--- src/rtl/piso_seq_pkg.sv ---
// Shared types and helpers for the PISO sequencer.
package piso_seq_pkg;

    typedef enum logic {IDLE, SHIFT} piso_state_t;

    // Even parity over the low n bits of d (XOR of those bits)
    function automatic logic even_parity(input logic [31:0] d, input int n);
        logic p;
        p = 1'b0;
        for (int i = 0; i < 32; i++) begin
            if (i < n) begin
                p = p ^ d[i];
            end
        end
        return p;
    endfunction

endpackage

--- src/rtl/piso_shift_reg.sv ---
// Parallel-load, right-shifting register; ones fill in behind the data so
// the serial output idles high.
module piso_shift_reg #(
    parameter int W = 5
) (
    input  logic         clk,
    input  logic         reset,
    input  logic         load,
    input  logic [W-1:0] load_data,
    input  logic         shift,
    output logic         ser_out
);

    logic [W-1:0] sr_d;
    logic [W-1:0] sr_q;

    // Next register value: load wins over shift
    always_comb begin
        sr_d = sr_q;
        if (load) begin
            sr_d = load_data;
        end else if (shift) begin
            sr_d = {1'b1, sr_q[W-1:1]};
        end
    end

    // Register state; reset to all ones so the line idles high
    always_ff @(posedge clk) begin
        if (reset) begin
            sr_q <= '1;
        end else begin
            sr_q <= sr_d;
        end
    end

    assign ser_out = sr_q[0];

endmodule

--- src/rtl/piso_seq_ctrl.sv ---
// PISO sequencer: accepts words on a valid/ready handshake and sends them
// LSB-first, DIV clocks per bit. Optional macro PISO_SEQ_PARITY_EN appends
// an even parity bit after the data bits.
module piso_seq_ctrl
    import piso_seq_pkg::*;
#(
    parameter int M   = 5,
    parameter int DIV = 4
) (
    input  logic         clk,
    input  logic         reset,
    input  logic         in_valid,
    input  logic [M-1:0] in_data,
    output logic         in_ready,
    output logic         ser_out,
    output logic         busy,
    output logic         done
);

`ifdef PISO_SEQ_PARITY_EN
    localparam int FRAME = M + 1;
`else
    localparam int FRAME = M;
`endif

    localparam int DIV_W = (DIV > 1) ? $clog2(DIV) : 1;
    localparam int BIT_W = $clog2(FRAME + 1);
    localparam logic [DIV_W-1:0] DIV_LAST = DIV_W'(DIV - 1);
    localparam logic [BIT_W-1:0] BIT_LAST = BIT_W'(FRAME - 1);

    piso_state_t      state_d, state_q;
    logic [DIV_W-1:0] div_cnt_d, div_cnt_q;
    logic [BIT_W-1:0] bit_cnt_d, bit_cnt_q;
    logic             done_d, done_q;
    logic             load;
    logic             shift;
    logic [FRAME-1:0] load_data;

`ifdef PISO_SEQ_PARITY_EN
    assign load_data = {even_parity(32'(in_data), M), in_data};
`else
    assign load_data = in_data;
`endif

    // Next-state, counter and strobe logic for the frame sequencer
    always_comb begin
        state_d   = state_q;
        div_cnt_d = div_cnt_q;
        bit_cnt_d = bit_cnt_q;
        done_d    = 1'b0;
        load      = 1'b0;
        shift     = 1'b0;
        case (state_q)
            IDLE: begin
                if (in_valid) begin
                    load      = 1'b1;
                    state_d   = SHIFT;
                    div_cnt_d = '0;
                    bit_cnt_d = '0;
                end
            end
            SHIFT: begin
                if (div_cnt_q == DIV_LAST) begin
                    shift     = 1'b1;
                    div_cnt_d = '0;
                    bit_cnt_d = bit_cnt_q + BIT_W'(1);
                    if (bit_cnt_q == BIT_LAST) begin
                        state_d = IDLE;
                        done_d  = 1'b1;
                    end
                end else begin
                    div_cnt_d = div_cnt_q + DIV_W'(1);
                end
            end
            default: state_d = IDLE;
        endcase
    end

    // Control registers; reset aborts any frame without a done pulse
    always_ff @(posedge clk) begin
        if (reset) begin
            state_q   <= IDLE;
            div_cnt_q <= '0;
            bit_cnt_q <= '0;
            done_q    <= 1'b0;
        end else begin
            state_q   <= state_d;
            div_cnt_q <= div_cnt_d;
            bit_cnt_q <= bit_cnt_d;
            done_q    <= done_d;
        end
    end

    assign in_ready = (state_q == IDLE) & ~reset;
    assign busy     = (state_q == SHIFT);
    assign done     = done_q;

    piso_shift_reg #(
        .W(FRAME)
    ) u_shift_reg (
        .clk      (clk),
        .reset    (reset),
        .load     (load),
        .load_data(load_data),
        .shift    (shift),
        .ser_out  (ser_out)
    );

endmodule

--- config.mk ---
export PLATFORM = sky130hd
export DESIGN_NAME = piso_seq_ctrl
export DESIGN_NICKNAME = d
export VERILOG_FILES = /design/src/rtl/piso_seq_pkg.sv /design/src/rtl/piso_shift_reg.sv /design/src/rtl/piso_seq_ctrl.sv
export SDC_FILE = /design/constraint.sdc
export NUM_CORES = 1
export LEC_CHECK = 0
export BUFFER_PORTS_ARGS = -buffer_cell sky130_fd_sc_hd__clkbuf_2
export CAP_MARGIN = 20
export CELL_PAD_IN_SITES_DETAIL_PLACEMENT = 1
export CELL_PAD_IN_SITES_GLOBAL_PLACEMENT = 1
export CORE_MARGIN = 4
export CORE_UTILIZATION = 40
export CTS_CLUSTER_DIAMETER = 50
export DETAILED_ROUTE_END_ITERATION = 12
export PLACE_DENSITY = 0.76
export SLEW_MARGIN = 10
export SYNTH_ARGS = -nofsm -noshare
export SYNTH_HDL_FRONTEND = slang
export SYNTH_SLANG_ARGS = --single-unit
--- constraint.sdc ---
create_clock -name clk -period 3.7 [get_ports clk]
set_clock_uncertainty 0.15 [all_clocks]
set_input_delay 0.37 -clock clk [delete_from_list [all_inputs] [get_ports clk]]
set_output_delay 0.37 -clock clk [all_outputs]
set_load 0.05 [all_outputs]
==> summary.md, run 1 <==
| Metric | Value |
|---|---|
| Max IR drop VDD | 0.190 mV |
| Yosys reg bits | 12 |
| Status | complete, no violations |
| Crit. End Element | output pin |
| Final Max Slew Viols | 0 |
| Dpl hpwl | 815 µm |
| Die height | 45.0 µm |
| Max stage delay on crit path | 0.63 ns |
| TritonCTS clock tree | yes |
| Pwr dens | 411 nW/µm² |
| First-pass GRT wire length | 1860 µm |
| Area Growth Syn to Fin | 12.1% |
| Mux share of post-synthesis cell area | 5.94% |
| Core Rows | 13 |
| Remaining antenna violation count after routing | 0 |
| Critical-path top delay cell | dfxtp_1 |
| CTS Hold Buffers Added | 0 |
| Area contributors post-synth | dfxtp_1 44%, ha_1 6.8%, a221oi_1 6.4% |
| Initial antenna violation count | 0 |
| Clock sink count | 12 |
| Leak pwr | 0.269 nW |
| Sequential element share of the synthesized area | 43.8% |
| Compound-gate portion of the synthesized area | 13.9% |
| R2R depth | 3 |
| Final min period | 1.78 ns |
| Post-Route WL | 1060 µm |
| Synth top cells by count | 12 x dfxtp_1, 9 x nand2_1, 7 x nor2_1 |
| CP bufs+invs | 1 |
| Max H-tree Level | 1 |
| Post-cts resize count | 0 |
| Most common cell in the netlist | dfxtp_1 |
| Max cap viols | 0 |
| Worst-skew pair later-pin latency | 0.27 ns |
| Area of the core | 1300 µm² |
| Cell depth of the worst setup path | 1 |
| Cell Area, Synth | 548 µm² |
| Post-Syn Nets | 69 |
| Hold_sp | in_data[0] |
| Syn_area_per_cell | 9.45 µm² |
| Non-Filler Instances | 84 |
| Synth Area in XOR/XNOR | 0% |
| Fmax | 560 MHz |
| Slack of the critical path | 1.92 ns |
| Fin util | 47.2% |
| Setup TNS | 0 ns |
| CP required | 3.18 ns |
| Pre-Repair DR Iteration Count | 2 |
| RSZ-0062 raised after global routing | no |
| Share of layout cells above drive strength 1 | 23.2% |
| Worst-Margin Slew | 0.491 ns |
| Initial core utilization | 42.1% |
| Worst Hold End | u_shift_reg.sr_q[0] |
| CTS buffer count | 3 |
| GPL Wtd Cong | 0.695 |
| Syn Inst Count | 58 |
| Reg-to-reg endpoint | busy |
| DR iter-0 viols | 6 |
| Critical Path AT | 1.26 ns |
| Placed Cells | 81 |
| Final hold vios | 0 |
| Max_slew headroom | 67.2% |
| Hold path depth | 3 |
| Total vias in the final route | 445 |
| # diodes | 0 |
| DR WL/cell | 12.6 µm |
| Pin count of the biggest net entering global routing | 14 |
| Reg-to-Reg Start | busy |
| Vias in the first global route | 432 |
| Hold Slack | 0.176 ns |
| Vias per cell | 5.30 |
| Post-CTS Setup Inserts | 0 |
| Total Power | 252 µW |
| Fin crit share | 48.2% |
| Yosys top cell area share | 43.8% |
| Pre-CTS setup slack | 2.15 ns |
| Setup CP Type | reg2out |
| Clk buf depth | 2 |
| Root Driver | clkbuf_4 |
| Boundary Pins | 12 |
| Cell Chain, Critical Path | clkbuf_2 |
| Final nets | 82 |
| Unique masters post-synth | 21 |
| Final instance area | 614 µm² |
| DRC Markers | 0 |
| Hold Path Class | in2reg |
| Post-synth EDFFs | 0 |
| Total gr overflow | 0 |
| Largest family of logic cells by synthesized area | simple AND/OR/NAND/NOR gates |
| R2R setup slack | 2.14 ns |
| Top delay family on crit path | flip-flops |
| Die X | 45.0 µm |
| CP max FO | 12 |
| Post-Synth Adder-Cell Area | 6.85% |
| Total Routing Usage GR | 13.3% |
| Post-Synth Simple-Gate Area | 22.6% |
| # setup viols final | 0 |
| Die footprint | 2030 µm² |
| Reg clk slew, reported paths | 0.06 ns |
| Critical Path Start Type | flop |
| Dpl cell area | 592 µm² |
| Synth Flop Type | dfxtp_1 |
| Number of I/O port buffers | 11 |
| Top cell type by total area after synthesis | dfxtp_1 |
| Asr flop ratio synth | 0% |
| Number of synthesis warnings | 0 |
how the worst max path moves through the flow:
stage	endpoint	start	slack (ns)
2_1_floorplan	in_ready	busy	1.82
3_3_place_gp	in_ready	reset	2.19
3_5_place_dp	busy	busy	2.15
4_1_cts	busy	busy	1.90
5_1_grt	busy	busy	1.86
6_report	busy	busy	1.92
area by class of cell:
| cell class | instances | area (µm²) |
|---|---|---|
| multi-input cells | 41 | 270 |
| inverters | 2 | 7.51 |
| flip-flops and latches | 12 | 240 |
| clock buffers | 3 | 22.5 |
| repair buffers | 11 | 55.1 |
| well taps | 15 | 18.8 |
| fillers | 172 | 687 |
where the power goes:
part / leakage, nW / total (mW) / internal, mW / switching (mW)
clock network: 0.0138 / 0.0775 / 0.0377 / 0.0398
registers: 0.0985 / 0.141 / 0.135 / 0.00583
logic: 0.157 / 0.0338 / 0.0130 / 0.0208
total: 0.269 / 0.252 / 0.186 / 0.0664
placed cells by master, fill, tap and decap left out:
| cell | Yosys | routed |
|---|---|---|
| a22oi_1 | 1 | 1 |
| and2_1 | 1 | 1 |
| clkbuf_2 | 0 | 11 |
| nand2_1 | 9 | 9 |
| nor3b_1 | 3 | 3 |
| dfxtp_1 | 12 | 12 |
| nand3_1 | 1 | 1 |
| mux2i_1 | 1 | 1 |
| nor2b_4 | 1 | 1 |
| o21ai_0 | 1 | 1 |
| clkbuf_4 | 0 | 3 |
| a221oi_1 | 4 | 4 |
| nor3_1 | 2 | 2 |
| a31oi_1 | 1 | 1 |
| inv_1 | 2 | 2 |
| mux2i_4 | 1 | 1 |
| nor2_1 | 7 | 7 |
| nor2b_1 | 1 | 1 |
| ha_1 | 3 | 3 |
| a21oi_1 | 3 | 3 |
| o21bai_1 | 1 | 1 |
cells by family (layout without fill, tap and decap cells):
group,count (synthesis),count (layout)
muxes,2,2
buffers and inverters,5,16
DFF,12,12
adders and majority gates,3,3
and+or+nand+nor,25,25
AOI/OAI and AO/OA,11,11
flip-flops by register name (all words and copies together) (netlist names):
name / cells
u_shift_reg.sr_q: 5
bit_cnt_q: 3
div_cnt_q: 2
busy: 1
done: 1
routing by layer:
metal	wire length [µm]	global-route usage [%]
met5	0	0
met3	66	7.17
met4	13	5.26
met1	494	15.0
met2	486	20.9
(Power assumes the default switching activity.)
==> inputs of run 2 (changes only) <==
--- a/config.mk
+++ b/config.mk
@@ -10,10 +10,10 @@
 export CELL_PAD_IN_SITES_DETAIL_PLACEMENT = 1
 export CELL_PAD_IN_SITES_GLOBAL_PLACEMENT = 1
 export CORE_MARGIN = 4
-export CORE_UTILIZATION = 40
+export CORE_UTILIZATION = 33
 export CTS_CLUSTER_DIAMETER = 50
 export DETAILED_ROUTE_END_ITERATION = 12
-export PLACE_DENSITY = 0.76
+export PLACE_DENSITY = 0.67
 export SLEW_MARGIN = 10
 export SYNTH_ARGS = -nofsm -noshare
 export SYNTH_HDL_FRONTEND = slang
==> constraint.sdc (replaced) <==
create_clock -name clk -period 1.6 [get_ports clk]
set_clock_uncertainty 0.15 [all_clocks]
set_input_delay 0.16 -clock clk [delete_from_list [all_inputs] [get_ports clk]]
set_output_delay 0.16 -clock clk [all_outputs]
set_load 0.05 [all_outputs]
==> run 2 against run 1 <==
Power grew to 2.7 times the previous value. Wire length is 11% higher. Sequential share of layout area is 5.0 points lower. Via count is 4.3% higher. Setup slack worse by 1.8 ns. First-iteration DRC count is 50% lower.
==> summary.md, run 2 (synthesis gave the netlist of run 1 again) <==
| Metric | Value |
|---|---|
| Final hold vios | 0 (unchanged) |
| Slack of the critical path | 0.136 ns (-1.78 ns) |
| Biggest regs | u_shift_reg.sr_q (5), bit_cnt_q (3), div_cnt_q (2) |
| Hold Path Class | in2reg |
| Core Rows | 14 (+1) |
| Final min period | 1.46 ns |
| Non-Filler Instances | 94 (+12%) |
| Max_slew headroom | 80.7% (+13 points) |
| Total Routing Usage GR | 11.0% (-2.3 points) |
| Share of layout cells above drive strength 1 | 26.9% (+3.7 points) |
| Post-Route WL | 1180 µm (+11%) |
| Vias per cell | 4.94 (-6.8%) |
| Sequential power share | 47.8% (-8.1 points) |
| Crit. End Element | output pin |
| Post-cts resize count | 0 (unchanged) |
| RSZ-0062 raised after global routing | no |
| # setup viols final | 0 (unchanged) |
| Most flops, register | u_shift_reg.sr_q |
| Initial antenna violation count | 0 (unchanged) |
| Root Driver | clkbuf_4 |
| R2R depth | 4 (+1) |
| Fmax | 683 MHz |
| Placed Cells | 85 (+4.9%) |
| Pre-Repair DR Iteration Count | 4 (+2) |
| Remaining antenna violation count after routing | 0 (unchanged) |
| Max reg flops | 5 (unchanged) |
| First-pass GRT wire length | 2030 µm (+8.9%) |
| Logic pwr share | 15.0% (+1.6 points) |
| Switch Pwr | 177 µW (+170%) |
| Critical Path Start Type | flop |
| Area of the core | 1540 µm² (+18%) |
| Leak pwr | 0.313 nW (+16%) |
| Area Growth Syn to Fin | 28.5% |
| Hold path depth | 2 (-1) |
| DRC Markers | 0 (unchanged) |
| CP max FO | 7 (-5) |
| Max H-tree Level | 1 (unchanged) |
| Number of I/O port buffers | 11 (unchanged) |
| Setup TNS | 0 ns (unchanged) |
| Pin count of the biggest net entering global routing | 14 (unchanged) |
| Final nets | 90 (+9.8%) |
| Dpl hpwl | 832 µm (+2.1%) |
| Die height | 48.8 µm (+8.3%) |
| GPL Wtd Cong | 0.609 (-12%) |
| Vias in the first global route | 466 (+7.9%) |
| Setup CP Type | reg2out |
| Boundary Pins | 12 (unchanged) |
| Die footprint | 2380 µm² (+17%) |
| DR WL/cell | 12.6 µm (-0.46%) |
| Fin crit share | 91.5% |
| Worst-skew pair later-pin latency | 0.27 ns (about the same) |
| Net Sw Frac | 26.4% (+0.041 points) |
| Clock sink count | 12 (unchanged) |
| Hold Slack | 0.114 ns (-0.0618 ns) |
| Reg clk slew, reported paths | 0.09 ns (+0.03 ns) |
| CTS buffer count | 3 (unchanged) |
| Die X | 48.8 µm (+8.3%) |
| Max IR drop VDD | 0.528 mV (+180%) |
| Worst-Margin Slew | 0.289 ns (-0.201 ns) |
| Initial core utilization | 35.6% (-6.6 points) |
| Pwr dens | 951 nW/µm² (+130%) |
| # diodes | 0 (unchanged) |
| Critical Path AT | 1.15 ns (-0.11 ns) |
| Clk buf depth | 2 (unchanged) |
| Fillers | 183 (+6.4%) |
| Int Power | 493 µW (+170%) |
| CP required | 1.29 ns (-1.89 ns) |
| TritonCTS clock tree | yes |
| Total gr overflow | 0 (unchanged) |
| Max cap viols | 0 (unchanged) |
| Fin util | 45.7% (-1.5 points) |
| Pre-CTS setup slack | 0.175 ns (-1.98 ns) |
| Most frequent cells in the layout | 12 x dfxtp_1, 11 x clkbuf_2, 9 x nand2_1 |
| Status | complete, no violations |
| Total vias in the final route | 464 (+4.3%) |
| Final Max Slew Viols | 0 (unchanged) |
| Most common cell after layout, fill and taps aside | dfxtp_1 |
| DR iter-0 viols | 3 (-3) |
| Clk pwr share | 37.2% (+6.5 points) |
==> run 2: changes by cell type in the layout (fill, tap and decap cells not counted) <==
cell	previous run	this run
clkbuf_8	0	1
nor2_1	7	6
buf_4	0	3
nor2_2	0	1
dlygate4sd3_1	0	5
==> run 2: worst max-delay path: stages, from the launching register on <==
cell,delay [ns]
dfxtp_1,0.34
buf_4,0.17
nor2_2,0.09
clkbuf_2,0.28
==> run 2: power by group through the flow <==
| stage | Sequential [mW] | Clock [mW] | Combinational, mW |
|---|---|---|---|
| final | 0.320 | 0.249 | 0.101 |
| after CTS | 0.320 | 0.254 | 0.101 |
| after global routing | 0.322 | 0.274 | 0.110 |
| after floorplan | 0.339 | 0 | 0.0534 |
| after detailed placement | 0.328 | 0 | 0.0915 |
| after global placement | 0.327 | 0 | 0.0895 |
==> run 2: final timing paths <==
path	slack, ns	to	start
worst max-delay path	0.14	in_ready	busy
worst min-delay path	0.11	done	reset
worst max register to register	0.18	u_shift_reg.sr_q[2]	div_cnt_q[0]
worst min register to register	0.29	u_shift_reg.sr_q[0]	u_shift_reg.sr_q[0]
==> run 2: routing by layer <==
layer | GRT usage [%] | vias to the layer above | share of wire, %
li1 | - | 244 | -
met1 | 13.7 | 210 | 49
met2 | 16.7 | 8 | 45
met3 | 2.76 | 2 | 3.8
met4 | 6.73 | 0 | 1.5
met5 | 0 | - | 0
==> run 2: layout make-up <==
class | instances | area [µm²] | area share [%]
Timing Repair Buffer | 19 | 128 | 18.1
Inverter | 2 | 7.51 | 1.07
Sequential cell | 12 | 240 | 34.1
Tap cell | 16 | 20.0 | 2.84
Clock buffer | 4 | 36.3 | 5.15
Multi-Input combinational cell | 41 | 273 | 38.7
==> run 2: repair_timing <==
action	4_1_cts	5_1_grt
endpoints found under the hold margin	5	0
hold buffers	5	0
buffers inserted	0	0
==> run 2: through the flow <==
stage	total power [mW]	instance area, µm²
floorplan	0.392	551
global placement	0.417	618
detailed placement	0.419	618
CTS	0.676	704
global route	0.706	704
finish	0.670	704
